### src/rtl/spi_target.sv
// spi_target: SPI mode-0 responder (target) for the peripheral bus.
//
// An external master drives spi_cs/spi_clk/spi_mosi. All three are
// resynchronised into raw_clk. Received bytes go to a receive store for the
// CPU, and CPU-supplied bytes are returned on spi_miso, MSB first.
//
// Optional feature (macro SPI_TARGET_RX_FIFO_EN):
//   undefined - the receive store is a single byte register
//   defined   - the receive store is a 4-entry FIFO
//
// Parameters:
//   SYNC_STAGES    synchroniser depth on the SPI pins (2 or 3)
// Ports:
//   raw_clk        system clock
//   reset          synchronous, active-high reset
//   spi_cs         chip select, active low, asynchronous
//   spi_clk        SPI clock, idle low, asynchronous
//   spi_mosi       serial data from master, MSB first
//   spi_miso       serial data to master, MSB first (1 while idle)
//   tx_data        next byte to return to the master
//   tx_load        strobe: write tx_data into the holding register
//   tx_empty       holding register free
//   rx_data        oldest received byte
//   rx_ready       at least one received byte pending
//   rx_ready_clear strobe: consume rx_data and clear rx_overrun
//   rx_overrun     sticky: a completed byte was dropped
//   busy           transaction in progress
module spi_target #(
    parameter int unsigned SYNC_STAGES = 2
) (
    input  logic       raw_clk,
    input  logic       reset,
    input  logic       spi_cs,
    input  logic       spi_clk,
    input  logic       spi_mosi,
    output logic       spi_miso,
    input  logic [7:0] tx_data,
    input  logic       tx_load,
    output logic       tx_empty,
    output logic [7:0] rx_data,
    output logic       rx_ready,
    input  logic       rx_ready_clear,
    output logic       rx_overrun,
    output logic       busy
);

    typedef enum logic [0:0] {StIdle, StActive} state_e;

    // Synchronisers reset to 0 so a CS already low at reset release never
    // produces a falling edge, and a high CS is only seen once really high.
    logic [SYNC_STAGES-1:0] cs_sync_q, clk_sync_q, mosi_sync_q;
    logic                   cs_hist_q, clk_hist_q;
    logic                   cs_s, clk_s, mosi_s;
    logic                   cs_fall, cs_rise, clk_rise, clk_fall;

    state_e     state_q;
    logic       armed_q;
    logic [2:0] bit_cnt_q;
    logic [6:0] rx_shift_q;
    logic [7:0] tx_shift_q;
    logic       reload_q;
    logic [7:0] tx_hold_q;
    logic       tx_empty_q;

    logic       start_load, active_load, shifter_load;
    logic [7:0] load_byte;
    logic [7:0] push_byte;
    logic       push;

    assign cs_s   = cs_sync_q[SYNC_STAGES-1];
    assign clk_s  = clk_sync_q[SYNC_STAGES-1];
    assign mosi_s = mosi_sync_q[SYNC_STAGES-1];

    assign cs_fall  = cs_hist_q & ~cs_s;
    assign cs_rise  = ~cs_hist_q & cs_s;
    assign clk_rise = ~clk_hist_q & clk_s;
    assign clk_fall = clk_hist_q & ~clk_s;

    always_ff @(posedge raw_clk) begin
        if (reset) begin
            cs_sync_q   <= '0;
            clk_sync_q  <= '0;
            mosi_sync_q <= '0;
            cs_hist_q   <= 1'b0;
            clk_hist_q  <= 1'b0;
        end else begin
            cs_sync_q   <= {cs_sync_q[SYNC_STAGES-2:0], spi_cs};
            clk_sync_q  <= {clk_sync_q[SYNC_STAGES-2:0], spi_clk};
            mosi_sync_q <= {mosi_sync_q[SYNC_STAGES-2:0], spi_mosi};
            cs_hist_q   <= cs_s;
            clk_hist_q  <= clk_s;
        end
    end

    // Shifter loads happen at transaction start and on the falling edge
    // that follows each completed byte.
    assign start_load   = (state_q == StIdle) && cs_fall && armed_q;
    assign active_load  = (state_q == StActive) && !cs_rise && clk_fall && reload_q;
    assign shifter_load = start_load | active_load;
    assign load_byte    = tx_empty_q ? 8'hFF : tx_hold_q;

    assign push_byte = {rx_shift_q, mosi_s};
    assign push      = (state_q == StActive) && !cs_rise && clk_rise && (bit_cnt_q == 3'd7);

    always_ff @(posedge raw_clk) begin
        if (reset) begin
            state_q    <= StIdle;
            armed_q    <= 1'b0;
            bit_cnt_q  <= 3'd0;
            rx_shift_q <= 7'd0;
            tx_shift_q <= 8'hFF;
            reload_q   <= 1'b0;
        end else begin
            if (cs_s) begin
                armed_q <= 1'b1;
            end
            unique case (state_q)
                StIdle: begin
                    if (start_load) begin
                        state_q    <= StActive;
                        bit_cnt_q  <= 3'd0;
                        reload_q   <= 1'b0;
                        tx_shift_q <= load_byte;
                    end
                end
                StActive: begin
                    if (cs_rise) begin
                        // Any partial byte is simply abandoned.
                        state_q    <= StIdle;
                        bit_cnt_q  <= 3'd0;
                        reload_q   <= 1'b0;
                        tx_shift_q <= 8'hFF;
                    end else begin
                        if (clk_rise) begin
                            rx_shift_q <= push_byte[6:0];
                            bit_cnt_q  <= bit_cnt_q + 3'd1;
                            if (bit_cnt_q == 3'd7) begin
                                reload_q <= 1'b1;
                            end
                        end
                        if (clk_fall) begin
                            if (reload_q) begin
                                tx_shift_q <= load_byte;
                                reload_q   <= 1'b0;
                            end else begin
                                tx_shift_q <= {tx_shift_q[6:0], 1'b1};
                            end
                        end
                    end
                end
                default: state_q <= StIdle;
            endcase
        end
    end

    // Holding register: a load in the same cycle as a shifter load wins, the
    // shifter still takes the old byte.
    always_ff @(posedge raw_clk) begin
        if (reset) begin
            tx_hold_q  <= 8'h00;
            tx_empty_q <= 1'b1;
        end else if (tx_load) begin
            tx_hold_q  <= tx_data;
            tx_empty_q <= 1'b0;
        end else if (shifter_load) begin
            tx_empty_q <= 1'b1;
        end
    end

    assign spi_miso = tx_shift_q[7];
    assign tx_empty = tx_empty_q;
    assign busy     = (state_q == StActive);

`ifdef SPI_TARGET_RX_FIFO_EN
    logic [7:0] fifo_q [4];
    logic [1:0] wr_ptr_q, rd_ptr_q;
    logic [2:0] count_q;
    logic       rx_overrun_q;
    logic       pop, accept;

    assign pop    = rx_ready_clear && (count_q != 3'd0);
    // A pop in the same cycle frees the slot the push needs.
    assign accept = push && ((count_q != 3'd4) || pop);

    always_ff @(posedge raw_clk) begin
        if (reset) begin
            for (int i = 0; i < 4; i++) begin
                fifo_q[i] <= 8'h00;
            end
            wr_ptr_q     <= 2'd0;
            rd_ptr_q     <= 2'd0;
            count_q      <= 3'd0;
            rx_overrun_q <= 1'b0;
        end else begin
            if (accept) begin
                fifo_q[wr_ptr_q] <= push_byte;
                wr_ptr_q         <= wr_ptr_q + 2'd1;
            end
            if (pop) begin
                rd_ptr_q <= rd_ptr_q + 2'd1;
            end
            if (accept && !pop) begin
                count_q <= count_q + 3'd1;
            end else if (pop && !accept) begin
                count_q <= count_q - 3'd1;
            end
            if (rx_ready_clear) begin
                rx_overrun_q <= 1'b0;
            end
            if (push && !accept) begin
                rx_overrun_q <= 1'b1;
            end
        end
    end

    assign rx_data    = fifo_q[rd_ptr_q];
    assign rx_ready   = (count_q != 3'd0);
    assign rx_overrun = rx_overrun_q;
`else
    logic [7:0] rx_data_q;
    logic       rx_ready_q;
    logic       rx_overrun_q;

    always_ff @(posedge raw_clk) begin
        if (reset) begin
            rx_data_q    <= 8'h00;
            rx_ready_q   <= 1'b0;
            rx_overrun_q <= 1'b0;
        end else begin
            if (rx_ready_clear) begin
                rx_overrun_q <= 1'b0;
            end
            if (push) begin
                // A simultaneous clear frees the register for the new byte.
                if (!rx_ready_q || rx_ready_clear) begin
                    rx_data_q  <= push_byte;
                    rx_ready_q <= 1'b1;
                end else begin
                    rx_overrun_q <= 1'b1;
                end
            end else if (rx_ready_clear) begin
                rx_ready_q <= 1'b0;
            end
        end
    end

    assign rx_data    = rx_data_q;
    assign rx_ready   = rx_ready_q;
    assign rx_overrun = rx_overrun_q;
`endif

endmodule

### config.mk
export PLATFORM = sky130hd
export DESIGN_NAME = spi_target
export DESIGN_NICKNAME = d
export VERILOG_FILES = /design/src/rtl/spi_target.sv
export SDC_FILE = /design/constraint.sdc
export NUM_CORES = 1
export LEC_CHECK = 0
export CAP_MARGIN = 5
export CORE_MARGIN = 5
export CORE_UTILIZATION = 30
export DETAILED_ROUTE_END_ITERATION = 8
export PLACE_DENSITY = 0.56
export RECOVER_POWER = 100
export SYNTH_ARGS = -nofsm -noshare
export SYNTH_HDL_FRONTEND = slang
export SYNTH_SLANG_ARGS = --single-unit
### constraint.sdc
create_clock -name raw_clk -period 2.4 [get_ports raw_clk]
set_input_delay 0.24 -clock raw_clk [delete_from_list [all_inputs] [get_ports raw_clk]]
set_output_delay 0.24 -clock raw_clk [all_outputs]
set_load 0.01 [all_outputs]
==> results of run 1 <==
-- cell families (layout without fill, tap and decap cells) --
kind of cell / Yosys count / count (layout)
AND/OR/NAND/NOR: 80 / 80
AO/OA/AOI/OAI: 48 / 48
flip-flops: 48 / 48
multiplexers: 16 / 16
buffers and inverters: 15 / 37
adder cells (fa/ha/maj): 2 / 2
-- cell type report --
cell class | count | share of cell area, %
Clock inverter | 3 | 2.05
Tap cell | 77 | 4.15
Clock buffer | 5 | 2.97
Multi-Input combinational cell | 146 | 37.4
Timing Repair Buffer | 29 | 12.0
Sequential cell | 48 | 41.4
-- worst max-delay path by stage --
stage,slack [ps],from,end
5_1_grt,250,reset,tx_hold_q[7]
6_report,430,reset,rx_data[5]
4_1_cts,510,busy,reload_q
2_1_floorplan,940,bit_cnt_q[0],rx_data[0]
3_3_place_gp,590,busy,reload_q
3_5_place_dp,540,busy,reload_q
-- metal layers --
| layer | up-vias | share of wire (%) |
|---|---|---|
| met5 | - | 0 |
| met4 | 0 | 1.3 |
| met3 | 7 | 6.0 |
| met2 | 28 | 46 |
| met1 | 655 | 47 |
| li1 | 765 | - |
-- critical path: stages --
cell           delay (ps)
dlygate4sd3_1         520
clkbuf_1              700
clkbuf_2              580
nor2_1                100
-- through the flow --
step	util [%]	total power [uW]	setup slack, ps	cells
3_5_place_dp	35.4	932	539	300
5_1_grt	37.2	1580	253	308
2_1_floorplan	-	892	938	209
3_3_place_gp	35.4	931	593	300
6_report	37.2	1500	430	308
4_1_cts	37.3	1520	509	308
-- power by group through the flow --
stage / clock, uW / combinational (uW) / sequential (uW)
final: 589 / 84.0 / 826
after global routing: 653 / 95.5 / 829
after global placement: 0 / 86.7 / 844
after detailed placement: 0 / 87.7 / 845
after CTS: 609 / 88.1 / 826
after floorplan: 0 / 52.8 / 839
-- cells in the mapped netlist (all sizes together) --
master  count  area share (%)
dfxtp      48              51
nor2       34             6.7
a21oi      18             4.8
mux2i      16             8.5
nand2      16             3.2
nor2b      10             3.3
clkbuf      9             1.8
o21ai       9             3.0
a31oi       8             2.6
o22ai       7             2.3
buf         6             1.6
or2         3            0.99
a32oi       2            0.93
and2        2            0.66
ha          2             1.3
nand2b      2            0.66
nand3       2            0.53
nand3b      2            0.79
nor3b       2            0.79
or2b        2            0.79
a2111o      1            0.60
a21boi      1            0.40
a21o        1            0.40
a41oi       1            0.46
and2b       1            0.40
and3        1            0.33
and3b       1            0.46
nand4       1            0.66
nor3        1            0.26
-- state kept, by name (all words and copies together) (netlist names) --
register / flops
rx_ready: 1
armed_q: 1
tx_shift_q: 8
bit_cnt_q: 3
rx_shift_q: 7
mosi_sync_q: 2
rx_data: 8
cs_hist_q: 1
clk_sync_q: 2
busy: 1
cs_sync_q: 2
tx_empty: 1
rx_overrun: 1
reload_q: 1
tx_hold_q: 8
clk_hist_q: 1
==> flow_summary_export.csv, run 1 <==
group,metric,value,unit
status,status,"finished clean",
layout,num-fill-cells,661,
timing,tightest_slew,948,ps
placed_design,dpl_cell_area,2210,um2
floorplanning,die_area,7990,um2
floorplanning,rows,29,
placed_design,gp_congestion,0.812,
worst_hold_path,hold_path.startpoint,"clk_sync_q[0]",
timing,holdWs,442,ps
layout,area_delta_synth_final,22.6,%
cts,cts_sinks,48,
layout,nets,247,
grt,grt_pass1_vias,1404,
routing,vias_per_cell,4.72,
grt,antenna_found_initial,0,
routing,drt_iter0_drc,51,
routing,num_vias,1455,
layout,final_common_cell,"dfxtp_1",
worst_setup_path,timing.rr.start,"busy",
power_and_ir_drop,comb_power_share,5.6,%
power_and_ir_drop,p_int,1170,uW
timing,rsz0062_at_grt,"no",
yosys,ys_seq_area_share,50.8,%
timing,slew_viol_final,0,
timing,maxSlewHeadroom,36.8,%
yosys,synth_area,1890,um2
grt,grtUsageMet2,16.8,%
grt,busiest_layer,"met2",
routing,postRouteAntennaNets,0,
grt,grt_max_degree,27,
cts,clk_pin_slew,90,ps
worst_hold_path,worstHoldEndpoint,"clk_sync_q[1]",
power_and_ir_drop,p_seq_share,55.1,%
layout,final_area,2320,um2
placed_design,dp_hpwl,2.62,mm
timing,finalHoldViolCount,0,
yosys,synth_compound_area_share,15.5,%
routing,wl_per_cell,12.5,um
yosys,synthMuxAreaShare,8.47,%
yosys,yosys.area_share.xor_xnor,0,%
worst_hold_path,holdCritPathClass,"reg2reg",
placed_design,port_buffers,27,
worst_setup_path,ff2ff_setup_slack,490,ps
floorplanning,core_area,6240,um2
power_and_ir_drop,power-per-cell-area,646,nW/um2
grt,use_met1,13.4,%
routing,wirelength,3.84,mm
power_and_ir_drop,clkPwrFrac,39.3,%
cts,hold_buffers,0,
grt,grt_overflow_total,0,
worst_setup_path,setup.worst_path.start_class,"input pin",
yosys,syn_nets,226,
floorplanning,initial_core_util,30.3,%
layout,drive_gt1_share,5.63,%
power_and_ir_drop,ir_drop,0.397,mV
routing,dr.pass1.iters,4,
worst_setup_path,critPathKind,"in2reg",
timing,setup_viol,0,
timing,max_freq,508,MHz
yosys,synth_top_family_by_area,"simple AND/OR/NAND/NOR gates",
timing,finalClockSkew,4.63,ps
yosys,yosys.area_share.simple,20.6,%
timing,post-route-period-util,82.1,%
worst_setup_path,r2r_cells,3,
yosys,syn_avg_cell_area,9.05,um2
grt,grt_pass1_wl,6.47,mm
layout,multi_input_area,867,um2
cts,clockBufferDepth,2,
floorplanning,die_x,89.4,um
cts,htree_levels,2,
grt,met3_usage,4.15,%
floorplanning,chipHeight,89.4,um
layout,antennaDiodeCount,0,
yosys,synthAdderAreaFrac,1.32,%
layout,regArea,961,um2
cts,clk_latency,300,ps
yosys,ys_seq_elements,48,
floorplanning,io_pins,28,
power_and_ir_drop,p_leak,0.000938,uW
cts,cts-resized-gates,0,
grt,grtUsageTotal,10.6,%
layout,layout_common_cells,"48 x dfxtp_1, 34 x nor2_1, 18 x a21oi_1",
worst_setup_path,worst-path-max-fanout,26,
worst_setup_path,end_kind,"flop",
power_and_ir_drop,p_sw_share,21.8,%
worst_hold_path,holdPathStages,1,
cts,post_cts_buffers,0,
timing,fin_crit,1970,ps
timing,finalSetupTns,0,ps
cts,cts_root_buffer,"clkbuf_8",
routing,drc,0,
cts,cts_tree,"done",
worst_setup_path,cp.required,2580,ps
yosys,syn_inst,209,
worst_setup_path,worstReg2RegEnd,"reload_q",
cts,cts_buffers,5,
run,maxCapViolations,0,
power_and_ir_drop,p_switching,327,uW
worst_setup_path,cp_data_arrival_time,2150,ps
yosys,ys_warn_count,0,
yosys,synth_cell_type_count,32,
(Power assumes the default switching activity.)
==> inputs of run 2 (changes only) <==
- PLACE_DENSITY: 0.56 -> 0.58
- clock period: 2.4 -> 1.8 ns (I/O delays scaled with it)
==> run 2 against run 1 <==
Against the previous run: first-iteration DRC count is 2.0% lower; highest routed layer unchanged; total power is 26% higher; register-to-register slack worse by 260 ps; critical endpoint is now busy; clock power is 15% higher; global-route usage is 0.48 points higher; cell count is 0.97% higher; worst hold slack worse by 15 ps; clock skew hardly changed; non-clock buffer count is 3 higher; sequential power is 33% higher.
==> flow_summary_export.csv, run 2 (synthesis results as in run 1) <==
group,metric,value,unit
timing,maxSlewHeadroom,36.6,%
floorplanning,die_area,7990,um2
worst_setup_path,cp_data_arrival_time,1530,ps
cts,clk_pin_slew,90,ps
layout,drive_gt1_share,7.26,%
placed_design,port_buffers,27,
grt,grt_overflow_total,0,
worst_hold_path,holdCritPathClass,"in2reg",
worst_hold_path,holdPathStages,2,
grt,grt_pass1_vias,1415,
placed_design,dp_slack,130,ps
grt,grtUsageTotal,11.1,%
layout,area_delta_synth_final,23.4,%
timing,finalClockSkew,4.21,ps
placed_design,dp.cells,303,
timing,rsz0062_at_grt,"no",
worst_setup_path,critPathMaxStageDelay,560,ps
cts,hold_buffers,0,
timing,tightest_slew,952,ps
worst_setup_path,cp_slowest_cell,"clkdlybuf4s50_1",
cts,htree_levels,2,
worst_setup_path,worstReg2RegEnd,"tx_shift_q[4]",
timing,setup_viol,0,
placed_design,gp_congestion,0.779,
worst_setup_path,timing.rr.start,"cs_hist_q",
cts,clockBufferDepth,2,
layout,nets,250,
routing,postRouteAntennaNets,0,
worst_hold_path,hold_path.startpoint,"spi_clk",
worst_setup_path,cp.required,1620,ps
worst_setup_path,worst-path-max-fanout,7,
power_and_ir_drop,power-per-cell-area,810,nW/um2
worst_setup_path,cp_top_family,"buffers and inverters",
cts,cts-resized-gates,0,
worst_setup_path,cp_cell_sequence,"buf_4 > clkdlybuf4s50_1",
routing,drc,0,
cts,cts_buffers,5,
floorplanning,initial_core_util,30.3,%
cts,cts_tree,"done",
timing,finalSetupTns,0,ps
power_and_ir_drop,comb_power_share,6.0,%
grt,grt_max_degree,49,
routing,num_vias,1495,
floorplanning,core_area,6240,um2
worst_hold_path,worstHoldEndpoint,"clk_sync_q[0]",
layout,fin_cells,311,
routing,vias_per_cell,4.81,
status,status,"finished clean",
timing,setup_slack,88.6,ps
layout,antennaDiodeCount,0,
routing,drt_iter0_drc,50,
power_and_ir_drop,p_int,1460,uW
power_and_ir_drop,ir_drop,0.478,mV
power_and_ir_drop,p_switching,432,uW
worst_setup_path,ff2ff_setup_slack,230,ps
routing,wirelength,3.94,mm
worst_setup_path,r2r_cells,4,
power_and_ir_drop,clkPwrFrac,35.8,%
timing,max_freq,584,MHz
cts,clk_latency,300,ps
power_and_ir_drop,p_sw_share,22.8,%
grt,antenna_found_initial,0,
timing,holdWs,427,ps
routing,dr.pass1.iters,4,
worst_setup_path,setup.worst_path.start_class,"flop",
routing,wl_per_cell,12.7,um
layout,finish.utilization,37.4,%
floorplanning,die_x,89.4,um
timing,finalHoldViolCount,0,
worst_setup_path,critPathKind,"reg2out",
cts,cts_root_buffer,"clkbuf_8",
cts,cts_sinks,48,
timing,post-route-period-util,95.1,%
floorplanning,io_pins,28,
floorplanning,rows,29,
timing,slew_viol_final,0,
power_and_ir_drop,p_leak,0.000949,uW
worst_setup_path,cp_num_buf_inv,2,
placed_design,dp_hpwl,2.59,mm
layout,layout_common_cells,"48 x dfxtp_1, 34 x nor2_1, 18 x a21oi_1",
power_and_ir_drop,p_seq_share,58.2,%
worst_setup_path,end_kind,"output port",
run,maxCapViolations,0,
floorplanning,chipHeight,89.4,um
cts,post_cts_buffers,0,
timing,fin_crit,1710,ps
layout,final_common_cell,"dfxtp_1",
grt,grt_pass1_wl,6.81,mm
[run 2: cell type report]
cell class              instances  area [um2]
repair buffers                 32         305
flip-flops and latches         48         961
fillers                       640        3910
clock buffers                   6        82.6
multi-input cells             146         876
clock inverters                 2        13.8
well taps                      77        96.3
[run 2: through the flow]
step           power [uW]  area (um2)
4_1_cts              1930        2340
3_3_place_gp         1240        2240
2_1_floorplan        1190        1890
6_report             1890        2330
3_5_place_dp         1250        2240
5_1_grt              1990        2330
[run 2: metal layers]
layer / vias to the layer above / global-route usage (%) / wire length, um
li1: 768 / - / -
met1: 692 / 15.6 / 1930
met2: 29 / 15.6 / 1750
met3: 6 / 3.59 / 208
met4: 0 / 4.06 / 45
met5: - / 0 / 0
[run 2: worst max path at each step]
stage,start,endpoint,slack (ps),depth (start not counted)
after detailed placement,bit_cnt_q[0],rx_data[7],130,6
after global routing,busy,busy,10,2
final,busy,busy,90,2
after global placement,bit_cnt_q[0],rx_data[4],210,6
after floorplan,bit_cnt_q[0],rx_data[0],340,6
after CTS,busy,busy,70,2
[run 2: power by group through the flow]
stage               registers (uW)  logic (uW)  clock network [uW]
detailed placement            1130         119                   0
CTS                           1100         119                 704
floorplan                     1120        70.4                   0
global placement              1130         118                   0
global route                  1110         125                 760
finish                        1100         113                 677
==> inputs of run 3 (changes only) <==
- CORE_UTILIZATION: 30 -> 47
- PLACE_DENSITY: 0.58 -> 0.8
==> run 3 against run 2 <==
Against the previous run: die area down 33%; sequential cell count unchanged; maximum frequency up 4.2%; first-iteration DRC count rose to 2.7 times the previous value; sequential power about the same; design area down 0.54%; worst setup slack better by 69 ps; combinational power about the same; total power up 5.2%; critical endpoint is now tx_empty; largest cell class unchanged; highest routed layer unchanged.
==> flow_summary_export.csv, run 3 (synthesis results as in run 1) <==
group,metric,value,unit
status,status,"finished clean",
cts,htree_levels,2,
power_and_ir_drop,power-per-cell-area,857,nW/um2
power_and_ir_drop,ir_drop,0.532,mV
timing,post-route-period-util,91.2,%
routing,num_vias,1487,
cts,cts_tree,"done",
run,maxCapViolations,0,
floorplanning,initial_core_util,48.0,%
worst_setup_path,setup.worst_path.start_class,"flop",
layout,area_delta_synth_final,22.8,%
routing,drt_iter0_drc,136,
cts,cts_sinks,48,
placed_design,gp_congestion,0.782,
routing,wirelength,3.58,mm
layout,layout_common_cells,"48 x dfxtp_1, 34 x nor2_1, 18 x a21oi_1",
routing,wl_per_cell,12.6,um
routing,dr.pass1.iters,4,
timing,fin_crit,1640,ps
timing,maxSlewHeadroom,73.1,%
cts,post_cts_buffers,0,
worst_setup_path,cp_top_family,"buffers and inverters",
grt,grt_overflow_total,0,
worst_setup_path,cp_cell_sequence,"clkdlybuf4s50_1",
floorplanning,die_x,73.4,um
placed_design,dp_hpwl,2.46,mm
timing,max_freq,609,MHz
routing,drc,0,
worst_setup_path,setup.worst_path.start,"tx_empty",
layout,regArea,961,um2
cts,clockBufferDepth,2,
worst_hold_path,holdCritPathClass,"in2reg",
worst_setup_path,cp_slowest_cell,"clkdlybuf4s50_1",
placed_design,port_buffers,27,
timing,finalClockSkew,7.78,ps
placed_design,dpl_cell_area,2220,um2
worst_setup_path,cp_num_buf_inv,1,
grt,grt_max_degree,49,
cts,cts-resized-gates,0,
grt,grtUsageTotal,14.5,%
timing,tightest_slew,404,ps
worst_setup_path,end_kind,"output port",
timing,finalSetupTns,0,ps
cts,hold_buffers,0,
timing,finalHoldViolCount,0,
layout,final_common_cell,"dfxtp_1",
floorplanning,rows,23,
timing,slew_viol_final,0,
cts,cts_buffers,5,
worst_hold_path,hold_path.startpoint,"spi_cs",
floorplanning,core_area,3940,um2
cts,cts_root_buffer,"clkbuf_8",
routing,vias_per_cell,5.22,
floorplanning,io_pins,28,
cts,clk_latency,300,ps
floorplanning,chipHeight,73.4,um
layout,nets,251,
layout,antennaDiodeCount,0,
layout,drive_gt1_share,7.23,%
layout,multi_input_area,860,um2
routing,postRouteAntennaNets,0,
grt,grt_pass1_vias,1421,
layout,final_area,2320,um2
timing,setup_viol,0,
grt,antenna_found_initial,0,
layout,num-fill-cells,335,
worst_setup_path,cp_data_arrival_time,1460,ps
worst_setup_path,worst-path-max-fanout,11,
worst_setup_path,critPathMaxStageDelay,610,ps
power_and_ir_drop,p_leak,0.000956,uW
floorplanning,die_area,5390,um2
grt,grt_pass1_wl,6.21,mm
worst_setup_path,critPathKind,"reg2out",
timing,rsz0062_at_grt,"no",
cts,clk_pin_slew,80,ps
worst_setup_path,cp.required,1620,ps
worst_setup_path,timing.rr.start,"cs_hist_q",
==> run 3: cell type report <==
cell class | count | share of cell area [%]
timing repair buffer | 33 | 14.0
clock inverter | 3 | 1.99
multi-input combinational | 146 | 37.0
clock buffer | 5 | 2.96
tap | 50 | 2.69
sequential | 48 | 41.4
==> run 3: worst paths after layout <==
kind,end,slack (ps),cells after the start
setup reg to reg,tx_shift_q[3],170,4
hold reg to reg,cs_sync_q[1],450,1
hold / removal,cs_sync_q[0],430,2
setup / recovery,tx_empty,160,1
==> run 3: where the power goes <==
part           switching [uW]  internal (uW)  leakage, uW  total [uW]
clock                     356            418    0.0000548         775
combinational            50.8           64.3     0.000511         115
sequential               17.5           1080     0.000391        1100
total                     424           1570     0.000956        1990
==> run 3: metal layers <==
layer / global-route usage, % / vias to the layer above / wire length, um
met5: 0 / - / 0
met4: 4.23 / 0 / 34
met3: 3.42 / 4 / 159
met2: 22.6 / 33 / 1620
met1: 19.8 / 682 / 1770
li1: - / 768 / -
==> run 3: per-stage QoR <==
step	worst slack, ps	total power, uW	std cells	hold slack (ps)	util (%)
after detailed placement	162	1240	277	425	56.3
after CTS	122	2020	285	426	59.2
after global placement	232	1240	277	418	56.3
after global routing	30.9	2070	285	433	58.9
final	158	1990	285	434	58.9
after floorplan	338	1190	209	259	-
